<file path="config.mk">
export PLATFORM = sky130hd
export DESIGN_NAME = prog_loader_flat
export DESIGN_NICKNAME = d
export VERILOG_FILES = /design/src/rtl/prog_loader_if.sv /design/src/rtl/prog_loader.sv /design/src/flat_wrapper.sv
export SDC_FILE = /design/constraint.sdc
export NUM_CORES = 1
export LEC_CHECK = 0
export ABC_CLOCK_PERIOD_IN_PS = 4400
export BUFFER_PORTS_ARGS = -buffer_cell sky130_fd_sc_hd__buf_2
export CORE_ASPECT_RATIO = 0.6
export CORE_UTILIZATION = 50
export DETAILED_ROUTE_END_ITERATION = 12
export GPL_TIMING_DRIVEN = 1
export PLACE_DENSITY = 0.71
export SYNTH_ARGS = -nofsm -noshare
export SYNTH_HDL_FRONTEND = slang
export SYNTH_SLANG_ARGS = --single-unit
</file>
<file path="constraint.sdc">
create_clock -name clk -period 4.4 [get_ports clk]
set_input_delay 0.22 -clock clk [delete_from_list [all_inputs] [get_ports clk]]
set_output_delay 0.22 -clock clk [all_outputs]
set_load 0.01 [all_outputs]
</file>
<file path="src/rtl/prog_loader_if.sv">
// Byte-stream receive handshake plus program RAM write port of the loader.
//   rx_valid / rx_data : byte offered by the host receiver
//   rx_ready           : loader can take the byte (transfer on valid && ready)
//   wr_en / wr_addr / wr_data : program RAM write port, one write per strobe
// Modports: master = loader side, slave = host / RAM side.
interface prog_loader_if;
    logic       rx_valid;
    logic [7:0] rx_data;
    logic       rx_ready;
    logic       wr_en;
    logic [7:0] wr_addr;
    logic [7:0] wr_data;

    modport master (
        input  rx_valid, rx_data,
        output rx_ready, wr_en, wr_addr, wr_data
    );

    modport slave (
        output rx_valid, rx_data,
        input  rx_ready, wr_en, wr_addr, wr_data
    );
endinterface

</file>
<file path="src/rtl/prog_loader.sv">
// Program RAM loader. Accepts a frame SYNC, LEN (0 = 256), payload, checksum
// over the byte stream, writes the payload from address 0, fills the rest of
// the 256-byte store with FILL_BYTE and releases the CPU only after a frame
// with a matching 8-bit additive checksum.
// Ports:
//   clk, rst_n    : clock, asynchronous active-low reset
//   start         : one-cycle load request (honoured in IDLE/DONE/ERR)
//   bus           : rx handshake and RAM write port (master modport)
//   cpu_hold      : CPU reset, low only after a successful load
//   load_done     : successful load level
//   load_error    : checksum error or inter-byte timeout level
//   byte_count    : payload bytes accepted in the current frame
module prog_loader #(
    parameter logic [7:0]  SYNC_BYTE      = 8'hA5,
    parameter logic [7:0]  FILL_BYTE      = 8'h0F,
    parameter logic [15:0] TIMEOUT_CYCLES = 16'd50000
) (
    input  logic               clk,
    input  logic               rst_n,
    input  logic               start,
    prog_loader_if.master      bus,
    output logic               cpu_hold,
    output logic               load_done,
    output logic               load_error,
    output logic [8:0]         byte_count
);

    typedef enum logic [2:0] {IDLE, HDR, LEN, DATA, CSUM, FILL, DONE, ERR} state_t;

    state_t      state_reg, state_next;
    logic [8:0]  len_reg, len_next;
    logic [7:0]  csum_reg, csum_next;
    logic [7:0]  addr_reg, addr_next;
    logic [15:0] timer_reg, timer_next;
    logic [8:0]  count_reg, count_next;
    logic        wr_en_reg, wr_en_next;
    logic [7:0]  wr_addr_reg, wr_addr_next;
    logic [7:0]  wr_data_reg, wr_data_next;
    logic        accept;
    logic        armed;

    assign bus.rx_ready = (state_reg == HDR) || (state_reg == LEN) ||
                          (state_reg == DATA) || (state_reg == CSUM);
    assign accept = bus.rx_valid && bus.rx_ready;
    // Timer runs only while a frame is in progress and a limit is set.
    assign armed  = ((state_reg == LEN) || (state_reg == DATA) || (state_reg == CSUM)) &&
                    (TIMEOUT_CYCLES != 16'd0);

    // Payload writes are registered (one clock behind acceptance); fill
    // writes are driven straight from FILL so none of them spill into DONE.
    assign bus.wr_en   = wr_en_reg || (state_reg == FILL);
    assign bus.wr_addr = (state_reg == FILL) ? addr_reg  : wr_addr_reg;
    assign bus.wr_data = (state_reg == FILL) ? FILL_BYTE : wr_data_reg;

    assign cpu_hold   = (state_reg != DONE);
    assign load_done  = (state_reg == DONE);
    assign load_error = (state_reg == ERR);
    assign byte_count = count_reg;

    always_ff @(posedge clk or negedge rst_n) begin
        if (!rst_n) begin
            state_reg   <= IDLE;
            len_reg     <= '0;
            csum_reg    <= '0;
            addr_reg    <= '0;
            timer_reg   <= '0;
            count_reg   <= '0;
            wr_en_reg   <= 1'b0;
            wr_addr_reg <= '0;
            wr_data_reg <= '0;
        end else begin
            state_reg   <= state_next;
            len_reg     <= len_next;
            csum_reg    <= csum_next;
            addr_reg    <= addr_next;
            timer_reg   <= timer_next;
            count_reg   <= count_next;
            wr_en_reg   <= wr_en_next;
            wr_addr_reg <= wr_addr_next;
            wr_data_reg <= wr_data_next;
        end
    end

    always_comb begin
        state_next   = state_reg;
        len_next     = len_reg;
        csum_next    = csum_reg;
        addr_next    = addr_reg;
        timer_next   = '0;
        count_next   = count_reg;
        wr_en_next   = 1'b0;
        wr_addr_next = wr_addr_reg;
        wr_data_next = wr_data_reg;

        case (state_reg)
            IDLE, DONE, ERR: begin
                if (start) begin
                    state_next = HDR;
                    csum_next  = '0;
                    addr_next  = '0;
                    count_next = '0;
                end
            end
            HDR: begin
                if (accept && (bus.rx_data == SYNC_BYTE))
                    state_next = LEN;
            end
            LEN: begin
                if (accept) begin
                    len_next   = (bus.rx_data == 8'd0) ? 9'd256 : {1'b0, bus.rx_data};
                    state_next = DATA;
                end
            end
            DATA: begin
                if (accept) begin
                    wr_en_next   = 1'b1;
                    wr_addr_next = addr_reg;
                    wr_data_next = bus.rx_data;
                    addr_next    = addr_reg + 8'd1;
                    csum_next    = csum_reg + bus.rx_data;
                    count_next   = count_reg + 9'd1;
                    if ((count_reg + 9'd1) == len_reg)
                        state_next = CSUM;
                end
            end
            CSUM: begin
                if (accept) begin
                    if (bus.rx_data != csum_reg)
                        state_next = ERR;
                    else if (len_reg == 9'd256)
                        state_next = DONE;
                    else
                        state_next = FILL;
                end
            end
            FILL: begin
                // Stop at 0xFF rather than wrapping into the payload region.
                if (addr_reg == 8'hFF)
                    state_next = DONE;
                else
                    addr_next = addr_reg + 8'd1;
            end
            default: state_next = IDLE;
        endcase

        // An accepted byte beats an expiring timer in the same cycle.
        if (armed && !accept) begin
            if ((timer_reg + 16'd1) == TIMEOUT_CYCLES)
                state_next = ERR;
            else
                timer_next = timer_reg + 16'd1;
        end
    end

endmodule

</file>
<file path="src/flat_wrapper.sv">
// flat-port wrapper written by rule: the top's interface ports become plain ports
module prog_loader_flat 
#(
    parameter logic [7:0]  SYNC_BYTE      = 8'hA5,
    parameter logic [7:0]  FILL_BYTE      = 8'h0F,
    parameter logic [15:0] TIMEOUT_CYCLES = 16'd50000
)
  (clk, rst_n, start, cpu_hold, load_done, load_error, byte_count, bus_rx_valid, bus_rx_data, bus_rx_ready, bus_wr_en, bus_wr_addr, bus_wr_data);
  prog_loader_if bus_i ();
  input  logic clk;
  input  logic rst_n;
  input  logic start;
  output logic cpu_hold;
  output logic load_done;
  output logic load_error;
  output logic [8:0] byte_count;
  input wire logic [$bits(bus_i.rx_valid)-1:0] bus_rx_valid;
  input wire logic [$bits(bus_i.rx_data)-1:0] bus_rx_data;
  output wire logic [$bits(bus_i.rx_ready)-1:0] bus_rx_ready;
  output wire logic [$bits(bus_i.wr_en)-1:0] bus_wr_en;
  output wire logic [$bits(bus_i.wr_addr)-1:0] bus_wr_addr;
  output wire logic [$bits(bus_i.wr_data)-1:0] bus_wr_data;
  assign bus_i.rx_valid = bus_rx_valid;
  assign bus_i.rx_data = bus_rx_data;
  assign bus_rx_ready = bus_i.rx_ready;
  assign bus_wr_en = bus_i.wr_en;
  assign bus_wr_addr = bus_i.wr_addr;
  assign bus_wr_data = bus_i.wr_data;
  prog_loader #(.SYNC_BYTE(SYNC_BYTE), .FILL_BYTE(FILL_BYTE), .TIMEOUT_CYCLES(TIMEOUT_CYCLES)) u_core (.clk(clk), .rst_n(rst_n), .start(start), .bus(bus_i), .cpu_hold(cpu_hold), .load_done(load_done), .load_error(load_error), .byte_count(byte_count));
endmodule
</file>
==> results of run 1 <==
==> final timing paths <==
check | startpoint | to | slack [ns] | cells after the start
worst max-delay path | u_core.state_reg[0] | bus_wr_addr[3] | 1.92 | 4
worst min-delay path | bus_rx_data[6] | u_core.wr_data_reg[6] | 0.15 | 3
worst max register to register | u_core.timer_reg[0] | u_core.timer_reg[15] | 1.98 | 7
worst min register to register | u_core.wr_data_reg[0] | u_core.wr_data_reg[0] | 0.47 | 2
max in group asynchronous | rst_n | u_core.len_reg[8] | 2.94 | 3
min in group asynchronous | rst_n | u_core.wr_addr_reg[4] | 0.46 | 2
==> stage by stage <==
| stage | cells | setup WS [ns] | cell area [µm²] | utilization [%] |
|---|---|---|---|---|
| floorplan | 471 | 2.291 | 4188 | - |
| global placement | 601 | 2.097 | 4434 | 55.38 |
| detailed placement | 601 | 1.991 | 4434 | 55.38 |
| CTS | 618 | 1.897 | 4732 | 59.09 |
| global route | 618 | 1.742 | 4732 | 59.09 |
| finish | 618 | 1.919 | 4732 | 59.09 |
==> Yosys cell counts (4+ instances only) <==
library cell and number:
nand2_1 86, dfrtp_1 70, nor2_1 37, o21ai_0 25, nand3_1 21, xor2_1 18
xnor2_1 16, mux2_2 15, a21oi_1 13, clkbuf_1 10, ha_1 10, nand2b_1 10
nor3_1 10, inv_1 9, and2_1 8, nor2b_1 8, nand4_1 7, a21o_1 6
buf_2 6, o211ai_1 6, o31ai_1 6, and4_1 5, nor4_1 5, or3_1 5
a211oi_1 4, a22o_1 4, and3_1 4, o21ai_1 4
==> worst register-to-register path: cells and delay by family (launching register included) <==
kind                     cells  cell delay [ns]
adder cells (fa/ha/maj)      1             0.27
flip-flops                   1             0.40
AO/OA/AOI/OAI                2             0.55
multiplexers                 1             0.38
AND/OR/NAND/NOR              3             0.70
==> power breakdown <==
group / switching [mW] / internal (mW) / total, mW
registers: 0.146 / 0.785 / 0.930
logic: 0.405 / 0.341 / 0.745
clock network: 0.268 / 0.426 / 0.694
==> per-layer routing <==
metal	global-route usage (%)	vias up	part of all wire, %
li1	-	1712	-
met1	34.54	1710	51
met2	33.65	82	43
met3	5.703	12	5.1
met4	6.806	0	0.92
met5	0	-	0
==> kinds of logic after synthesis <==
| logic type | after synthesis | share of synthesized area (%) |
|---|---|---|
| xor+xnor | 34 | 7.111 |
| buf+inv | 31 | 3.585 |
| fa+ha+maj | 11 | 3.466 |
| simple gates | 222 | 26.08 |
| compound gates | 84 | 12.91 |
| mux | 19 | 5.019 |
| flops | 70 | 41.83 |
==> layout make-up <==
cell class	instances	area (µm²)	area share, %
multi-input cells	370	2286	48.31
well taps	108	135.1	2.856
flip-flops and latches	70	1752	37.02
repair buffers	45	237.7	5.024
clock buffers	13	270.3	5.711
clock inverters	3	17.52	0.3702
inverters	9	33.78	0.7139
==> timing repair <==
item | in CTS | in global routing
buffers inserted | 0 | 0
hold endpoints to repair | 29 | 0
hold buffers | 1 | 0
gates resized for setup | 0 | 0
==> results.md, run 1 <==
- Commonest cells after routing, fill and taps aside: nand2_1 (86), dfrtp_1 (70), buf_2 (41)
- Seq/Total Area, Yosys: 41.83%
- Initial antenna violation count: 0
- # diodes: 0
- Max Transition Viols Final: 0
- Syn nets: 494
- Largest net degree at the start of global routing: 42
- Yosys warning total: 0
- Vias: roughly 3,500
- Final clock skew: 0.004266 ns
- WHS: 0.1471 ns
- Commonest non-fill, non-tap cell in the layout: nand2_1
- CP peak stage delay: a little under 0.6 ns
- Die Height: 72.89 µm
- H-tree Lvls: 3
- Vias per cell: 5.689
- Clock-pin slew on the worst setup and hold paths: 0.05 ns
- FP Rows: 25
- Hold crit path type: in -> reg
- Area growth from synthesis to layout: 13.00%
- P per Cell Area: approximately 500 nW/µm²
- TritonCTS clock tree: yes
- Slowest CP cell: dfrtp_1
- Initial drt markers: 291
- Clock Sinks: 70
- Synth cell types: 60
- Lkg Pwr: 2.183 nW
- Synth async-reset ratio: between 90% and 100%
- Die W: ~120 µm
- Setup CP Type: reg -> out
- Top Ports: 42
- Max reg flops: 16
- All-Layer GR Usage: a little under a quarter
- Num CTS Buffers: 9
- Minimum clock period: between 2 and 2.5 ns
- Critical path startpoint category: register
- Share of layout cells above drive strength 1: 15.88%
- Total design power: about 2.4 mW
- Nets: 528
- First-pass GRT wire length: 15.81 mm
- Ys flop type: dfrtp_1
- Vias in the first global route: 3,169
- Final GP Congestion: 0.8446
- Die area: just under 9000 µm²
- Post-synth EDFFs: 0
- Final setup TNS: 0 ns
- Final hold vios: 0
- Slew HR: around 48%
- Pin slew with the least headroom to its limit: ~0.78 ns
- Detailed-placement wirelength estimate: 6.712 mm
- RSZ-0062 raised after global routing: no
- Total gr overflow: 0
- Synth area leaders: dfrtp_1 (42%), nand2_1 (7.7%), mux2_2 (4.0%)
- Leading area contributor after synthesis: dfrtp_1
- Number of buffers added on ports: between 40 and 50
- Synthesized area: 4188 µm²
- Core area: 8008 µm²
- Setup-failing EPs final: 0
- CP top delay family: simple AND/OR/NAND/NOR gates
- Mean post-synth cell area: 8.891 µm²
- Starting density of the core: between 50 and 60%
- Post-synth top area share: roughly two fifths
- Final WL: 9.598 mm
- Max Fclk: 403.0 MHz
- Worst Path Buf+Inv: 1
- Post-synthesis cell count: 471
- Status: finished, final reports clean
- Critical Path RT: between 4 and 5 ns
- Maximum vdd drop: 0.3301 mV
- # DRC: 0
- Fin crit share: 56.39%
- Critical Path Sink Type: output pin
- Antenna Nets Post-Route: 0
- CP arrival: 2.26 ns
- Worst path cell trace: nor2b_1 -> nand2_1 -> mux2_2 -> buf_2
- Total of fill cells in the finished design: around 740
- CTS max path bufs: 2
- First-pass iteration count of the detailed router: 5
- Clock Latency Late Sink: 0.34 ns
- Wire per inst: 15.53 µm
- CP max FO: 21
- Max Cap Viol: 0
- Number of synthesized register bits: 70
- Root Buffer: clkbuf_16
Note: power is estimated with default switching activity, not from simulation.
==> inputs of run 2 (changes only) <==
ABC_AREA = 1   (was not set)
ABC_CLOCK_PERIOD_IN_PS = 2300   (was 4400)
clock period = 2.3 ns   (was 4.4 ns; I/O delays follow)
==> results.md, run 2 <==
- Critical path startpoint category: register
- Sequential Power Share: 34.8%
- Largest net degree at the start of global routing: 30
- Root Buffer: clkbuf_16
- Ys flop type: dfrtp_1
- Pin slew with the least headroom to its limit: approximately 0.84 ns
- Critical Path RT: 2.55 ns
- Final clock skew: ~0.0075 ns
- Commonest non-fill, non-tap cell in the layout: nand2_1
- Mean post-synth cell area: 7.102 µm²
- Max Fclk: 482.3 MHz
- Setup CP Type: reg -> reg
- Final setup TNS: 0 ns
- Lkg Pwr: approximately 2.3 nW
- CP arrival: around 2.3 ns
- Status: finished, final reports clean
- Max Cap Viol: 0
- Clock Latency Late Sink: 0.34 ns
- XOR/XNOR share of the synthesized area: 0.8594%
- Die area: 8530 µm²
- Reported net switching power: 1.993 mW
- Final hold vios: 0
- Max reg flops: 16
- # Post-CTS Setup Buffers: 0
- Initial antenna violation count: 0
- Seq/Total Area, Yosys: 42.97%
- Hold crit path type: in -> reg
- # diodes: 0
- Synth Area in Compound Gates: 11.36%
- Yosys warning total: 0
- CP max FO: 16
- Nets: 646
- Num CTS Buffers: 9
- Total of fill cells in the finished design: 746
- Clock Sinks: 70
- Initial drt markers: 346
- Slew HR: 44.09%
- Die Height: 71.94 µm
- Synth area leaders: dfrtp_1 (43%), nand2_1 (16%), inv_1 (7.2%)
- CTS max path bufs: 2
- Post-synth EDFFs: 0
- Syn nets: 597
- Leading area contributor after synthesis: dfrtp_1
- Fin crit share: 90.14%
- Vias: slightly below 4,000
- First-pass iteration count of the detailed router: 5
- Share of layout cells above drive strength 1: 11.62%
- Number of buffers added on ports: 41
- Die W: 118.6 µm
- RSZ-0062 raised after global routing: no
- Number of synthesized register bits: 70
- Synthesized area: 4076 µm²
- Area growth from synthesis to layout: 15.50%
- Adder-Cell Fraction of Synth Area: 3.560%
- Clock-pin slew on the worst setup and hold paths: around 0.06 ns
- # DRC: 0
- Antenna Nets Post-Route: 0
- Largest family of logic cells by synthesized area: simple AND/OR/NAND/NOR gates
- First-pass GRT wire length: ~17 mm
- Comb pwr share: 38.4%
- TritonCTS clock tree: yes
- Commonest cells after routing, fill and taps aside: nand2_1 (178), inv_1 (78), dfrtp_1 (70)
- Detailed-placement wirelength estimate: 7.558 mm
- Critical Path Sink Type: register
- Minimum clock period: between 2 and 2.5 ns
- DP Worst Slack: 0.3058 ns
- Max Transition Viols Final: 0
- P per Cell Area: approximately 1100 nW/µm²
- Total gr overflow: 0
- Synth async-reset ratio: 100.0%
- Synth Area in Simple Gates: 32.63%
- Commonest cells post-synth: nand2_1 (178), inv_1 (78), dfrtp_1 (70), nor2_1 (62), o21ai_0 (44)
- Wire per inst: 13.81 µm
- Core area: 7883 µm²
- Clock Power Share: 26.8%
- Count leader, synth: nand2_1
- Starting density of the core: about half
- Switching share of total power: 39.41%
- Setup-failing EPs final: 0
- Maximum vdd drop: 0.5745 mV
- Final setup margin: ~0.23 ns
- Synth cell types: 34
- Post-synth top area share: 42.97%
- H-tree Lvls: 3
- All-Layer GR Usage: 25.57%
- Vias in the first global route: roughly 3,400
- Pint: 3.064 mW
- Vias per cell: ~5.3
- Post-synthesis cell count: ~570
- Top Ports: between 40 and 50
- Final GP Congestion: ~0.9
- Multiplexer share of the synthesized area: 0%
- Final WL: 10.17 mm
- FP Rows: 25
## run 2: cell count changes after synthesis, sizes merged, moves of 8 or more
cell,change
and2,-9
buf,-9
inv,+72
mux2,-16
nand2,+94
nand2b,-11
nand3,+19
nor2,+28
nor2b,-8
o21ai,+16
xnor2,-15
xor2,-15
## run 2: power groups by stage
stage	logic [mW]	registers (mW)	clock network [mW]
floorplan	1.39	1.72	0
global placement	1.88	1.76	0
detailed placement	1.92	1.77	0
CTS	1.94	1.75	1.38
global route	2.19	1.79	1.43
finish	1.94	1.76	1.36
## run 2: worst max-delay path, cell delays in order (launching register included)
cell,delay (ns)
dfrtp_1,0.48
inv_2,0.10
nor3_2,0.22
nor2_1,0.16
nand2_1,0.11
o21ai_1,0.11
nor3_4,0.50
nand3_1,0.13
a22oi_1,0.17
## run 2: worst paths after layout
| check | endpoint | startpoint | cells past startpoint | slack, ns |
|---|---|---|---|---|
| min reg2reg | u_core.wr_data_reg[5] | u_core.wr_data_reg[5] | 2 | 0.48 |
| min | u_core.wr_data_reg[3] | bus_rx_data[3] | 3 | 0.07 |
| min in group asynchronous | u_core.timer_reg[3] | rst_n | 2 | 0.29 |
| max | u_core.addr_reg[6] | u_core.state_reg[0] | 8 | 0.23 |
| max reg2reg | u_core.addr_reg[6] | u_core.state_reg[0] | 8 | 0.23 |
| max in group asynchronous | u_core.wr_addr_reg[5] | rst_n | 3 | 1.27 |
## run 2: layout make-up
| class | count | area, µm² | share of cell area (%) |
|---|---|---|---|
| multi-input cells | 413 | 1973 | 41.91 |
| flip-flops and latches | 70 | 1752 | 37.20 |
| inverters | 81 | 304.0 | 6.458 |
| repair buffers | 48 | 260.3 | 5.528 |
| clock buffers | 12 | 236.5 | 5.023 |
| well taps | 108 | 135.1 | 2.870 |
| clock inverters | 4 | 47.55 | 1.010 |
## run 2: metrics by stage
stage          std cells  power [mW]  hold slack [ns]  area [µm²]  utilization [%]
5_1_grt              736       5.407          0.05320        4708            59.73
3_5_place_dp         719       3.697           0.1240        4414            56.00
3_3_place_gp         719       3.633           0.1321        4414            56.00
2_1_floorplan        574       3.108          -0.1806        4076                -
4_1_cts              736       5.067          0.04443        4708            59.73
6_report             736       5.057          0.06528        4708            59.73
## run 2: repair_timing
item / in CTS / in global routing
gates resized for setup: 0 / 0
hold buffers: 1 / 0
hold endpoints to repair: 20 / 0
endpoints found under the setup margin: 0 / 0
## run 2: layer usage
layer	GRT usage, %	vias up	part of all wire, %	wire [µm]
li1	-	1949	-	-
met1	39.06	1824	52	5265
met2	35.67	140	41	4151
met3	6.682	7	6.5	656
met4	6.751	0	0.91	93
met5	0	-	0	0
## run 2: cell families after synthesis
logic type               count (synthesis)
XOR/XNOR                                 4
flip-flops                              70
AO/OA/AOI/OAI                           83
AND/OR/NAND/NOR                        315
buffers and inverters                   91
adder cells (fa/ha/maj)                 11
